File: src/rtl/video_stream_sink.sv
// video_stream_sink: AXI4-Stream RGB888 receiver. Unpacks 3 little-endian
// 32-bit words into 4 pixels, tags each pixel with x/y, checks line/frame
// framing, keeps sticky error flags and re-hunts for start of frame on error.
// Optional build macro VIDEO_SINK_CHECKSUM_EN adds a per-frame pixel checksum.
module video_stream_sink #(
  parameter int X_SIZE = 640,
  parameter int Y_SIZE = 480
) (
  input  logic        in_stream_aclk,
  input  logic        periph_resetn,
  input  logic [31:0] in_stream_tdata,
  input  logic [3:0]  in_stream_tkeep,
  input  logic        in_stream_tlast,
  input  logic        in_stream_tuser,
  input  logic        in_stream_tvalid,
  output logic        in_stream_tready,
  output logic [7:0]  pix_r,
  output logic [7:0]  pix_g,
  output logic [7:0]  pix_b,
  output logic [9:0]  pix_x,
  output logic [8:0]  pix_y,
  output logic        pix_sof,
  output logic        pix_eol,
  output logic        pix_valid,
  input  logic        pix_ready,
  output logic        locked,
  output logic [15:0] frame_count,
  output logic [3:0]  err_flags,
  input  logic        err_clear
`ifdef VIDEO_SINK_CHECKSUM_EN
  ,
  output logic [31:0] frame_checksum
`endif
);

  localparam int WPL = X_SIZE * 3 / 4;
  localparam int WW  = (WPL > 1) ? $clog2(WPL) : 1;
  localparam logic [WW-1:0] WLAST = WW'(WPL - 1);
  localparam logic [9:0]    XLAST = 10'(X_SIZE - 1);
  localparam logic [8:0]    YLAST = 9'(Y_SIZE - 1);

  localparam logic [0:0] ST_HUNT = 1'b0;
  localparam logic [0:0] ST_RUN  = 1'b1;

  logic [0:0]    state;
  logic          rdy_en;   // holds tready low until the first clock after reset
  logic [1:0]    phase;
  logic [15:0]   res;      // leftover bytes of the current 3-word group
  logic [WW-1:0] wcnt;
  logic [8:0]    lcnt;
  logic [9:0]    cnt_x;    // coordinates of the next pixel to be loaded
  logic [8:0]    cnt_y;
  logic          pend;     // pixel 3 of a group waiting for the output register
  logic [23:0]   p3;

  logic          accept, in_run, bad, lock_word, run_word, take, err_word;
  logic          hs, pend_go, load, frame_end;
  logic [3:0]    err_set;
  logic [1:0]    ph_e;
  logic [WW-1:0] wc_e;
  logic [8:0]    lc_e;
  logic [9:0]    ld_x, nx;
  logic [8:0]    ld_y, ny;
  logic [23:0]   px_word, ld_px;

  assign in_stream_tready = rdy_en & (!pix_valid | pix_ready) & !pend;
  assign accept    = in_stream_tvalid & in_stream_tready;
  assign in_run    = (state == ST_RUN);
  assign locked    = in_run;

  assign err_set[0] = in_stream_tkeep != 4'hF;
  assign err_set[1] = in_stream_tlast & (wcnt != WLAST);
  assign err_set[2] = (wcnt == WLAST) & !in_stream_tlast;
  assign err_set[3] = in_stream_tuser != ((wcnt == '0) && (lcnt == 9'd0));
  assign bad        = |err_set;
  assign err_word   = accept & in_run & bad;

  // a tuser word starts a new frame from HUNT or straight out of an error
  assign lock_word = accept & in_stream_tuser & (!in_run | bad);
  assign run_word  = accept & in_run & !bad;
  assign take      = lock_word | run_word;

  assign ph_e = lock_word ? 2'd0 : phase;
  assign wc_e = lock_word ? '0   : wcnt;
  assign lc_e = lock_word ? 9'd0 : lcnt;

  assign hs        = pix_valid & pix_ready;
  assign pend_go   = pend & hs;
  assign load      = take | pend_go;
  assign frame_end = hs & pix_eol & (pix_y == YLAST);

  // pixel carried by the accepted word, packed {r,g,b}
  always_comb begin
    px_word = {in_stream_tdata[7:0], in_stream_tdata[15:8], in_stream_tdata[23:16]};
    case (ph_e)
      2'd1:    px_word = {res[7:0], in_stream_tdata[7:0], in_stream_tdata[15:8]};
      2'd2:    px_word = {res[7:0], res[15:8], in_stream_tdata[7:0]};
      default: px_word = {in_stream_tdata[7:0], in_stream_tdata[15:8], in_stream_tdata[23:16]};
    endcase
  end

  // source and coordinates of whatever is loaded into the output register
  always_comb begin
    ld_px = take ? px_word : p3;
    ld_x  = take ? (lock_word ? 10'd0 : cnt_x) : cnt_x;
    ld_y  = take ? (lock_word ? 9'd0  : cnt_y) : cnt_y;
    nx    = (ld_x == XLAST) ? 10'd0 : ld_x + 10'd1;
    ny    = ld_y;
    if (ld_x == XLAST) ny = (ld_y == YLAST) ? 9'd0 : ld_y + 9'd1;
  end

  // HUNT/RUN tracking
  always_ff @(posedge in_stream_aclk or negedge periph_resetn) begin
    if (!periph_resetn) begin
      state  <= ST_HUNT;
      rdy_en <= 1'b0;
    end else begin
      rdy_en <= 1'b1;
      if (lock_word)     state <= ST_RUN;
      else if (err_word) state <= ST_HUNT;
    end
  end

  // group phase, residue bytes and word/line position
  always_ff @(posedge in_stream_aclk or negedge periph_resetn) begin
    if (!periph_resetn) begin
      phase <= 2'd0;
      res   <= 16'h0;
      wcnt  <= '0;
      lcnt  <= 9'd0;
    end else if (take) begin
      phase <= (ph_e == 2'd2) ? 2'd0 : ph_e + 2'd1;
      if (ph_e == 2'd0) res[7:0] <= in_stream_tdata[31:24];
      if (ph_e == 2'd1) res      <= in_stream_tdata[31:16];
      wcnt <= (wc_e == WLAST) ? '0 : wc_e + WW'(1);
      if (wc_e == WLAST) lcnt <= (lc_e == YLAST) ? 9'd0 : lc_e + 9'd1;
      else               lcnt <= lc_e;
    end
  end

  // second pixel of a phase-2 word waits here until the first is taken
  always_ff @(posedge in_stream_aclk or negedge periph_resetn) begin
    if (!periph_resetn) begin
      pend <= 1'b0;
      p3   <= 24'h0;
    end else if (take && ph_e == 2'd2) begin
      pend <= 1'b1;
      p3   <= {in_stream_tdata[15:8], in_stream_tdata[23:16], in_stream_tdata[31:24]};
    end else if (pend_go) begin
      pend <= 1'b0;
    end
  end

  // pixel output register; held while valid and not ready
  always_ff @(posedge in_stream_aclk or negedge periph_resetn) begin
    if (!periph_resetn) begin
      {pix_r, pix_g, pix_b} <= 24'h0;
      pix_x     <= 10'd0;
      pix_y     <= 9'd0;
      pix_sof   <= 1'b0;
      pix_eol   <= 1'b0;
      pix_valid <= 1'b0;
      cnt_x     <= 10'd0;
      cnt_y     <= 9'd0;
    end else if (load) begin
      {pix_r, pix_g, pix_b} <= ld_px;
      pix_x     <= ld_x;
      pix_y     <= ld_y;
      pix_sof   <= (ld_x == 10'd0) && (ld_y == 9'd0);
      pix_eol   <= (ld_x == XLAST);
      pix_valid <= 1'b1;
      cnt_x     <= nx;
      cnt_y     <= ny;
    end else if (pix_ready) begin
      pix_valid <= 1'b0;
    end
  end

  // frames counted when their last pixel leaves
  always_ff @(posedge in_stream_aclk or negedge periph_resetn) begin
    if (!periph_resetn) frame_count <= 16'd0;
    else if (frame_end) frame_count <= frame_count + 16'd1;
  end

  // sticky errors; a flag being set this cycle survives err_clear
  always_ff @(posedge in_stream_aclk or negedge periph_resetn) begin
    if (!periph_resetn) err_flags <= 4'h0;
    else err_flags <= (err_clear ? 4'h0 : err_flags) | ((accept & in_run) ? err_set : 4'h0);
  end

`ifdef VIDEO_SINK_CHECKSUM_EN
  logic [31:0] acc;
  logic [31:0] cur;
  assign cur = {8'h00, pix_r, pix_g, pix_b};

  // per-frame sum of delivered pixels, restarted on loss of lock
  always_ff @(posedge in_stream_aclk or negedge periph_resetn) begin
    if (!periph_resetn) begin
      acc            <= 32'h0;
      frame_checksum <= 32'h0;
    end else begin
      if (frame_end) frame_checksum <= acc + cur;
      if (err_word || frame_end) acc <= 32'h0;
      else if (hs)               acc <= acc + cur;
    end
  end
`endif

endmodule

File: config.mk
export PLATFORM = sky130hd
export DESIGN_NAME = video_stream_sink
export DESIGN_NICKNAME = d
export VERILOG_FILES = /design/src/rtl/video_stream_sink.sv
export SDC_FILE = /design/constraint.sdc
export NUM_CORES = 1
export LEC_CHECK = 0
export CAP_MARGIN = 40
export CORE_ASPECT_RATIO = 1.5
export CORE_MARGIN = 2
export CORE_UTILIZATION = 55
export DETAILED_ROUTE_END_ITERATION = 16
export PLACE_DENSITY = 0.83
export SLEW_MARGIN = 20
export SYNTH_ARGS = -nofsm -noshare
export SYNTH_HDL_FRONTEND = slang
export SYNTH_SLANG_ARGS = --single-unit
File: constraint.sdc
create_clock -name in_stream_aclk -period 9.35 [get_ports in_stream_aclk]
set_clock_uncertainty 0.05 [all_clocks]
set_input_delay 2.805 -clock in_stream_aclk [delete_from_list [all_inputs] [get_ports in_stream_aclk]]
set_output_delay 2.805 -clock in_stream_aclk [all_outputs]
set_load 0.05 [all_outputs]
Word-level counts from Yosys, hierarchy flattened
Index checks and enable logic that the tools add are counted.
{ "classes": {"add_sub_neg": 6, "n_eq_ne": 11, "mux": 26, "n_bitwise": 19, "n_reduce_logical": 20} }
{ "ops": {"columns": ["cell", "n"], "rows": [
  ["$mux W9", 9],
  ["$pmux W24 S2", 1],
  ["$eq A9 B9 Y1 const B", 5],
  ["$mux W10", 3],
  ["$add A9 B1 Y9 const B", 3],
  ["$logic_not A9 Y1", 3],
  ["$mux W24", 1],
  ["$add A16 B1 Y16 const B", 1],
  ["$mux W8", 2],
  ["$and A1 B1 Y1", 14],
  ["$add A10 B1 Y10 const B", 1],
  ["$eq A10 B10 Y1 const B", 1],
  ["$logic_not A10 Y1", 1],
  ["$ne A9 B9 Y1 const B", 1],
  ["$mux W4", 2],
  ["$reduce_bool A2 Y1", 4],
  ["$mux W1", 6],
  ["$logic_not A1 Y1", 5],
  ["$mux W2", 2],
  ["$ne A4 B4 Y1 const B", 1],
  ["$or A1 B1 Y1", 4],
  ["$or A4 B4 Y4", 1],
  ["$reduce_and A2 Y1", 2],
  ["$reduce_or A4 Y1", 1],
  ["6 further kinds", 8]
]} }
{ "totals": {"reg_bits": 148, "inputBits": 43, "output_inout_bits": 68, "word_cells": 103} }

Longest topological paths before layout
Gate-level depths: netlist (run 1).
{ "logic_depth": {"ltp_word": 12, "mapped_depth": 18} }

Least setup slack after synthesis (run 1)
Ideal clock, no wire load.
{ "synth_path": {"kind": "input to output", "from": "input pix_ready", "to": "output in_stream_tready", "t_arrival_ns": 3.400, "required_time_ns": 6.495, "setup_slack_ns": 3.095, "stages": 2, "n_path_buf": 0, "cell_sequence": "nand2b_1 -> and2_1"} }
{ "synth_via": {"elab_chain_len": 3} }
{ "synth_lines": {"columns": ["element", "line_no", "rtl"], "rows": [
  ["start: declaration", "25", "input logic pix_ready,"],
  ["$or A1 B1 Y1", "66", "assign in_stream_tready = rdy_en & (!pix_valid | pix_ready) & !pend;"],
  ["$and A1 B1 Y1 (2 in a row)", "66", null],
  ["end: declaration", "16", "output logic in_stream_tready,"]
]} }
No other way between the ends.

Worst setup path in the final report (run 1)
Same ends and word-level chain as after synthesis.

==> results_dict.tcl, run 1 <==
set metrics [dict create \
    num_rows 51 \
    hpwl_mm 13.2 \
    clock_path_buffers 2 \
    status "completed" \
    clkTransAtPathRegs_ns 0.06 \
    via_count 6173 \
    clkPwrFrac 0.276 \
    drv_slew 0 \
    critPathLaunchType "input pin" \
    drv_cap 0 \
    instances_no_fill 955 \
    die_y_um 146 \
    synth_fp_nets 738 \
    avgRoutedWirePerCell_um 20.4 \
    crit_chain "clkdlybuf4s50_1 -> nand2b_1 -> and2_1 -> clkdlybuf4s50_1" \
    fin_crit_sh 0.789 \
    max_slew_margin 0.455 \
    grt_pass1_wl_mm 32.0 \
    top_layer_used "met4" \
    postLayoutSetupSlackWorst_ns 1.98 \
    drt-total-wl_mm 19.5 \
    core-area_mm2 0.0130 \
    synth_edf_count 0 \
    dr.first_iter.drc_count 542 \
    drcViolationCount 0 \
    finalSetupViolations 0 \
    cts_sinks 148 \
    nFillCells 946 \
    yosysWarnings 0 \
    crit_path_max_incr_delay_ns 0.81 \
    ys_ff_latch 148 \
    cts_made_buffers 17 \
    cts_tree "built" \
    cts_setup_buffers 0 \
    groute.usage.overall 0.278 \
    powerDensity_mw_per_mm2 284 \
    via_per_inst 6.46 \
    nets 835 \
    vdd.ir_drop.worst_uv 238 \
    rr_worst_depth 14 \
    regArea_mm2 0.00370 \
    setup-tns-final_ns 0 \
    ant_nets 0 \
    die-width_um 98.3 \
    dp.cells 923 \
    drive_gt1_frac 0.139 \
    rr_endpoint "cnt_y[4]" \
    crit_end "in_stream_tready" \
    overflow 0 \
    setup.worst_path.start "pix_ready" \
    antenna_found_initial 0 \
    cpMostUsedCell "clkdlybuf4s50_1" \
    ys.flop_type "dfrtp_1" \
    yosysUniqueCellTypes 61 \
    die-area_mm2 0.0143 \
    synth_seq_area_share 0.504 \
    net-switching-power_mw 1.01 \
    fmax_mhz 136 \
    crit_required_ns 6.50 \
    io_buffers 110 \
    ios 111 \
    dr.pass1.iters 5 \
    met3WireLength_mm 1.34 \
    initial_core_util 0.564 \
    first_global_vias 6448 \
    gp_congestion 0.870 \
    swShare 0.387 \
    synthCells 686 \
    leakage_nw 3.97 \
    place_area_mm2 0.00854 \
    end_kind "output pin" \
    routed-wl-met2_mm 10.0 \
    grt_max_degree 71 \
    syn_area_per_cell_um2 10.7 \
    p_seq_frac 0.359 \
    final_area_mm2 0.00917 \
    cpMaxStageDelayCell "clkdlybuf4s50_1" \
    syn_to_final_growth_pct 24.8 \
    htree_num_levels 4 \
    multi_input_area_mm2 0.00332 \
    ctsHoldBuffers 0 \
    hold_class "reg -> reg" \
    cts_root_buf "clkbuf_16" \
    cts_resized 0 \
    power.share.combinational 0.365 \
    worstReg2RegStart "wcnt[5]" \
    worst_pin_slew_ns 0.810 \
    final_util 0.704 \
    crit_type "in -> out" \
    rsz0062_at_grt "false" \
    p_int_mw 1.60 \
    num_antenna_cells 0 \
    clock_latency_ns 0.42 \
    pre_cts_slack_ns 2.01 \
    hold_viol 0 \
    fin_crit_ns 7.37 \
    drt-met1-wl_mm 7.32 \
    cp_max_fo 4 \
    async_flop_share 1.00 \
    worstPathArrival_ns 4.52 \
    r2r_slack_ns 5.14 \
    syn_area_mm2 0.00734 \
]
registers in the layout, summed over array words and instances, names as in the netlist, 9 cells and up:
signal       flops
pix_x           10
frame_count     16
cnt_y            9
cnt_x           10
pix_y            9
wcnt             9
lcnt             9
res             16
p3              24
layout by cell type (no fill, tap or decap), drive strengths merged, types with 4 or more instances in the layout:
master / netlist / layout
nor4: 11 / 11
nand4b: 6 / 6
and4: 4 / 4
a22oi: 19 / 19
nor3: 4 / 4
mux2: 52 / 52
nor2: 41 / 41
o22ai: 4 / 4
and3: 12 / 12
dfrtp: 148 / 148
o31ai: 7 / 7
mux2i: 6 / 6
clkbuf: 22 / 17
clkinvlp: 0 / 4
a21o: 4 / 4
a211oi: 16 / 16
xnor2: 13 / 13
ha: 9 / 9
clkdlybuf4s50: 0 / 109
nand4: 13 / 13
inv: 21 / 28
nand2: 68 / 68
a311oi: 8 / 8
o21ai: 28 / 28
a22o: 21 / 21
nand3: 20 / 20
a21oi: 16 / 16
or3: 4 / 4
o211ai: 8 / 8
buf: 23 / 14
a221o: 16 / 16
and2: 6 / 6
a31oi: 17 / 17
nor2b: 13 / 13
critical path, delay by kind of cell:
kind | cells | cell delay [ns]
buffers and inverters | 2 | 1.34
and+or+nand+nor | 2 | 0.37
cell usage after synthesis (all sizes together), types with 12 or more instances:
library cell,n,area (µm²)
buf,23,160
nor2,41,154
o21ai,28,151
a221o,16,160
a31oi,17,106
nor2b,13,81.3
clkbuf,22,83.8
a22oi,19,153
nand4,13,81.3
and3,12,80.1
nand3,20,100
nand2,68,255
a22o,21,184
inv,21,78.8
xnor2,13,114
mux2,52,586
a21oi,16,91.3
dfrtp,148,3700
a211oi,16,120
worst min path at each step:
stage                                from  cells after the start  slack (ns)         endpoint
after global placement           phase[0]                      2        0.40         phase[0]
after floorplan                  phase[0]                      2        0.39         phase[0]
after global routing      frame_count[15]                      1        0.44  frame_count[15]
after detailed placement  frame_count[15]                      1        0.42  frame_count[15]
final                     frame_count[15]                      1        0.42  frame_count[15]
after CTS                 frame_count[15]                      1        0.43  frame_count[15]
logic make-up after synthesis:
group,after synthesis,share of synthesized area
adders and majority gates,9,0.0153
AOI/OAI and AO/OA,177,0.180
DFF,148,0.504
muxes,58,0.0879
and+or+nand+nor,211,0.148
buffers and inverters,66,0.0440
other,1,0.000511
xor gates and xnor gates,16,0.0191
power by group through the flow:
stage,logic (mW),clock network [mW],registers (mW)
5_1_grt,1.02,0.751,0.955
2_1_floorplan,0.414,0,1.15
3_3_place_gp,0.900,0,0.930
4_1_cts,0.951,0.725,0.932
6_report,0.951,0.719,0.936
3_5_place_dp,0.940,0,0.939
final cells by class:
class	count	share of cell area
sequential	148	0.404
multi-input combinational	472	0.362
timing repair buffer	123	0.136
clock buffer	17	0.0464
tap	159	0.0217
clock inverter	15	0.0213
inverter	21	0.00860
per-stage QoR:
stage                     hold WS, ns  power [mW]
after floorplan                 0.388        1.57
after global placement          0.403        1.83
after detailed placement        0.423        1.88
after CTS                       0.433        2.61
after global routing            0.443        2.72
final                           0.425        2.61
layer usage:
layer,vias to the layer above,global-route usage
met4,0,0.127
met1,3072,0.329
met3,52,0.0639
li1,2758,-
met5,-,0
met2,291,0.476
Note: power is estimated with default switching activity, not from simulation.
==> run 2: changes to the inputs <==
- CORE_UTILIZATION: 55 -> 49
- PLACE_DENSITY: 0.83 -> 0.78
- clock period: 9.35 -> 6.2 ns (I/O delays scaled with it)
==> run 2 against run 1 <==
Combinational power rose by 51%. Die area is 12% higher. Sequential power increased by 52%. Design area increased by 1.3%. Clock power increased by 59%. Critical path type unchanged. Critical endpoint unchanged. Largest cell class unchanged.
==> results_dict.tcl, run 2 (synthesized netlist as in run 1, its figures left out) <==
set metrics [dict create \
    status "completed" \
    drv_slew 0 \
    io_buffers 110 \
    via_per_inst 6.14 \
    layout_common_cells "148 x dfrtp_1, 109 x clkdlybuf4s50_1, 68 x nand2_1, 52 x mux2_2, 40 x nor2_1" \
    critPathLaunchType "input pin" \
    fin_crit_sh 0.897 \
    ios 111 \
    groute.usage.overall 0.245 \
    final_common_cell "dfrtp_1" \
    cts_setup_buffers 0 \
    vdd.ir_drop.worst_uv 363 \
    fin_crit_ns 5.56 \
    hpwl_mm 13.6 \
    die_y_um 154 \
    syn_to_final_growth_pct 26.5 \
    via_count 6127 \
    core-area_mm2 0.0146 \
    first_global_vias 6281 \
    ant_nets 0 \
    clkTransAtPathRegs_ns 0.06 \
    drv_cap 0 \
    finalSetupViolations 0 \
    max_slew_margin 0.503 \
    drive_gt1_frac 0.146 \
    cts_made_buffers 17 \
    htree_num_levels 4 \
    setup-tns-final_ns 0 \
    drcViolationCount 0 \
    die-area_mm2 0.0160 \
    ctsHoldBuffers 0 \
    regArea_mm2 0.00370 \
    fmax_mhz 180 \
    antenna_found_initial 0 \
    end_kind "output pin" \
    reg_top3 "p3 x24, frame_count x16, res x16" \
    hold_class "reg -> reg" \
    drt-total-wl_mm 19.2 \
    clock_path_buffers 2 \
    regMostFlops "p3" \
    cts_tree "built" \
    worst_pin_slew_ns 0.739 \
    powerDensity_mw_per_mm2 431 \
    grt_max_degree 58 \
    crit_type "in -> out" \
    avgRoutedWirePerCell_um 19.3 \
    gp_congestion 0.900 \
    num_rows 54 \
    rsz0062_at_grt "false" \
    cts_resized 0 \
    num_antenna_cells 0 \
    leakage_nw 4.01 \
    dr.pass1.iters 5 \
    die-width_um 104 \
    crit_required_ns 4.29 \
    place_area_mm2 0.00863 \
    hold_viol 0 \
    dr.first_iter.drc_count 389 \
    multi_input_area_mm2 0.00332 \
    overflow 0 \
    final_area_mm2 0.00929 \
    grt_pass1_wl_mm 31.5 \
    cts_sinks 148 \
    clock_latency_ns 0.42 \
    largest_register_ff_count 24 \
    nFillCells 1171 \
    initial_core_util 0.503 \
    cp_max_fo 4 \
    worstPathArrival_ns 3.65 \
    cts_root_buf "clkbuf_16" \
    nets 841 \
]
[run 2: metal layers]
| layer | vias to the layer above | GRT usage | wire, µm | share of wire |
|---|---|---|---|---|
| met1 | 3073 | 0.270 | 7020 | 0.37 |
| li1 | 2767 | - | - | - |
| met4 | 0 | 0.104 | 515 | 0.027 |
| met2 | 240 | 0.458 | 10600 | 0.55 |
| met3 | 47 | 0.0471 | 1060 | 0.055 |
| met5 | - | 0 | 0 | 0 |
[run 2: cell type report]
class,count,area share
sequential,148,0.399
multi-input combinational,472,0.357
timing repair buffer,129,0.138
clock buffer,20,0.0492
tap,196,0.0264
clock inverter,12,0.0217
inverter,21,0.00849
[run 2: path summary, 6_finish.rpt]
kind                            startpoint  cells past startpoint  slack (ns)                to
max                              pix_ready                      4        0.64  in_stream_tready
min                        frame_count[15]                      1        0.43   frame_count[15]
max reg2reg                        wcnt[5]                     12        2.17           lcnt[8]
min reg2reg                frame_count[15]                      1        0.43   frame_count[15]
max in group asynchronous    periph_resetn                      2        3.79          cnt_x[0]
min in group asynchronous    periph_resetn                      1        1.36    frame_count[6]
[run 2: worst max-delay path, cell delays in order]
cell	delay, ns
clkdlybuf4s50_1	0.52
nand2b_1	0.20
and2_1	0.24
clkdlybuf4s50_1	0.84
[run 2: stage by stage]
stage | hold slack, ns | total power [mW] | worst slack (ns) | utilization | cells
floorplan | 0.388 | 2.36 | 1.28 | - | 686
global placement | 0.404 | 2.79 | 0.690 | 0.588 | 964
detailed placement | 0.423 | 2.85 | 0.677 | 0.591 | 966
CTS | 0.432 | 4.01 | 0.663 | 0.636 | 998
global route | 0.444 | 4.18 | 0.615 | 0.636 | 998
finish | 0.426 | 4.00 | 0.640 | 0.636 | 998
[run 2: power breakdown]
| group | switching [mW] | internal [mW] | total (mW) | leakage, nW |
|---|---|---|---|---|
| combinational | 0.887 | 0.552 | 1.44 | 1.80 |
| clock | 0.405 | 0.736 | 1.14 | 0.305 |
| sequential | 0.195 | 1.22 | 1.42 | 1.90 |
| total | 1.49 | 2.51 | 4.00 | 4.01 |
==> run 3: changes to the inputs <==
- CELL_PAD_IN_SITES_DETAIL_PLACEMENT: default -> 0
- CELL_PAD_IN_SITES_GLOBAL_PLACEMENT: default -> 1
- CORE_UTILIZATION: 49 -> 39
- PLACE_DENSITY: 0.78 -> 0.79
==> run 3 against run 2 <==
Cell count increased by 5.2%. Via count shrank 3.0%. Sequential share of layout area shrank 0.11 points. Sequential power hardly changed. Utilization shrank 13 points. Register-to-register slack lost 0.33 ns. Clock-buffer cell count did not move. Clock power about the same. Critical endpoint unchanged.
==> results_dict.tcl, run 3 (synthesized netlist as in run 1, its figures left out) <==
set metrics [dict create \
    cts_sinks 148 \
    dr.pass1.iters 5 \
    num_rows 61 \
    critPathLaunchType "input pin" \
    worst_pin_slew_ns 0.830 \
    finalSetupViolations 0 \
    groute.usage.overall 0.209 \
    cts_made_buffers 17 \
    place_area_mm2 0.00865 \
    cts_tree "built" \
    layout_common_cells "148 x dfrtp_1, 109 x clkdlybuf4s50_1, 68 x nand2_1, 52 x mux2_2, 40 x nor2_1" \
    syn_to_final_growth_pct 26.8 \
    cpMaxStageDelayCell "clkdlybuf4s50_1" \
    via_count 5941 \
    hold_class "reg -> reg" \
    htree_num_levels 4 \
    drv_cap 0 \
    max_slew_margin 0.443 \
    final_common_cell "dfrtp_1" \
    crit_chain "clkdlybuf4s50_1 -> nand2b_1 -> and2_1 -> clkdlybuf4s50_1" \
    rsz0062_at_grt "false" \
    status "completed" \
    vdd.ir_drop.worst_uv 265 \
    clock_path_buffers 2 \
    ctsHoldBuffers 0 \
    cpMostUsedCell "clkdlybuf4s50_1" \
    fin_crit_ns 5.46 \
    ant_nets 0 \
    grt_pass1_wl_mm 32.2 \
    drv_slew 0 \
    grt_max_degree 77 \
    powerDensity_mw_per_mm2 427 \
    setup-tns-final_ns 0 \
    hpwl_mm 14.1 \
    initial_core_util 0.398 \
    via_per_inst 5.66 \
    overflow 0 \
    drive_gt1_frac 0.143 \
    cp_num_buf_inv 2 \
    first_global_vias 6096 \
    crit_type "in -> out" \
    nFillCells 1681 \
    cts_resized 0 \
    avgRoutedWirePerCell_um 19.1 \
    fmax_mhz 183 \
    cts_root_buf "clkbuf_16" \
    final_area_mm2 0.00931 \
    clkTransAtPathRegs_ns 0.06 \
    io_buffers 110 \
    fin_crit_sh 0.881 \
    gp_congestion 0.901 \
    crit_required_ns 4.29 \
    die-area_mm2 0.0200 \
    die_y_um 172 \
    cp_max_fo 4 \
    hold_viol 0 \
    crit_path_max_incr_delay_ns 0.82 \
    nets 837 \
    drt-total-wl_mm 20.0 \
    cts_setup_buffers 0 \
    antenna_found_initial 0 \
    clock_latency_ns 0.43 \
    leakage_nw 4.00 \
    num_antenna_cells 0 \
    crit_family "buffers and inverters" \
    dr.first_iter.drc_count 285 \
    end_kind "output pin" \
    regMostFlops "p3" \
    ios 111 \
    worstPathArrival_ns 3.55 \
    reg_top3 "p3 x24, frame_count x16, res x16" \
    drcViolationCount 0 \
    largest_register_ff_count 24 \
    die-width_um 116 \
    core-area_mm2 0.0185 \
]
-- run 3: cell count changes in the layout (fill, tap and decap cells not counted) --
cell,change
buf_12,-1
buf_4,-3
bufinv_16,-1
clkbuf_1,-1
clkbuf_8,+1
clkinv_2,-1
clkinv_4,+2
clkinvlp_4,-4
inv_6,+4
-- run 3: power breakdown --
part           switching, mW  internal (mW)
sequential             0.189           1.22
combinational          0.890          0.536
clock                  0.426          0.714
total                   1.50           2.47
-- run 3: layout make-up --
type / instances / area, µm² / area share
multi-input cells: 472 / 3320 / 0.356
clock buffers: 20 / 467 / 0.0501
repair buffers: 125 / 1240 / 0.133
clock inverters: 12 / 189 / 0.0203
flip-flops and latches: 148 / 3700 / 0.398
inverters: 21 / 78.8 / 0.00847
well taps: 252 / 315 / 0.0339
-- run 3: metal layers --
metal | GRT usage | routed length, µm | share of wire
met2 | 0.355 | 10100 | 0.51
met3 | 0.0533 | 1100 | 0.055
met5 | 0 | 0 | 0
met4 | 0.0797 | 524 | 0.026
met1 | 0.253 | 8280 | 0.41
-- run 3: final timing paths --
path | from | cells past startpoint | slack [ns] | end
worst max register to register | wcnt[5] | 12 | 1.84 | lcnt[7]
worst min-delay path | frame_count[15] | 1 | 0.42 | frame_count[15]
max in group asynchronous | periph_resetn | 3 | 3.57 | phase[0]
worst min register to register | frame_count[15] | 1 | 0.42 | frame_count[15]
min in group asynchronous | periph_resetn | 1 | 1.27 | cnt_x[8]
worst max-delay path | pix_ready | 4 | 0.74 | in_stream_tready
-- run 3: stage by stage --
stage	utilization	setup slack [ns]	std cells	power, mW	hold slack (ns)
finish	0.504	0.735	1050	3.98	0.424
global route	0.504	0.457	1050	4.18	0.444
CTS	0.504	0.718	1050	4.00	0.425
detailed placement	0.469	0.467	1018	2.85	0.411
global placement	0.466	0.628	1016	2.80	0.400
floorplan	-	1.28	686	2.36	0.388
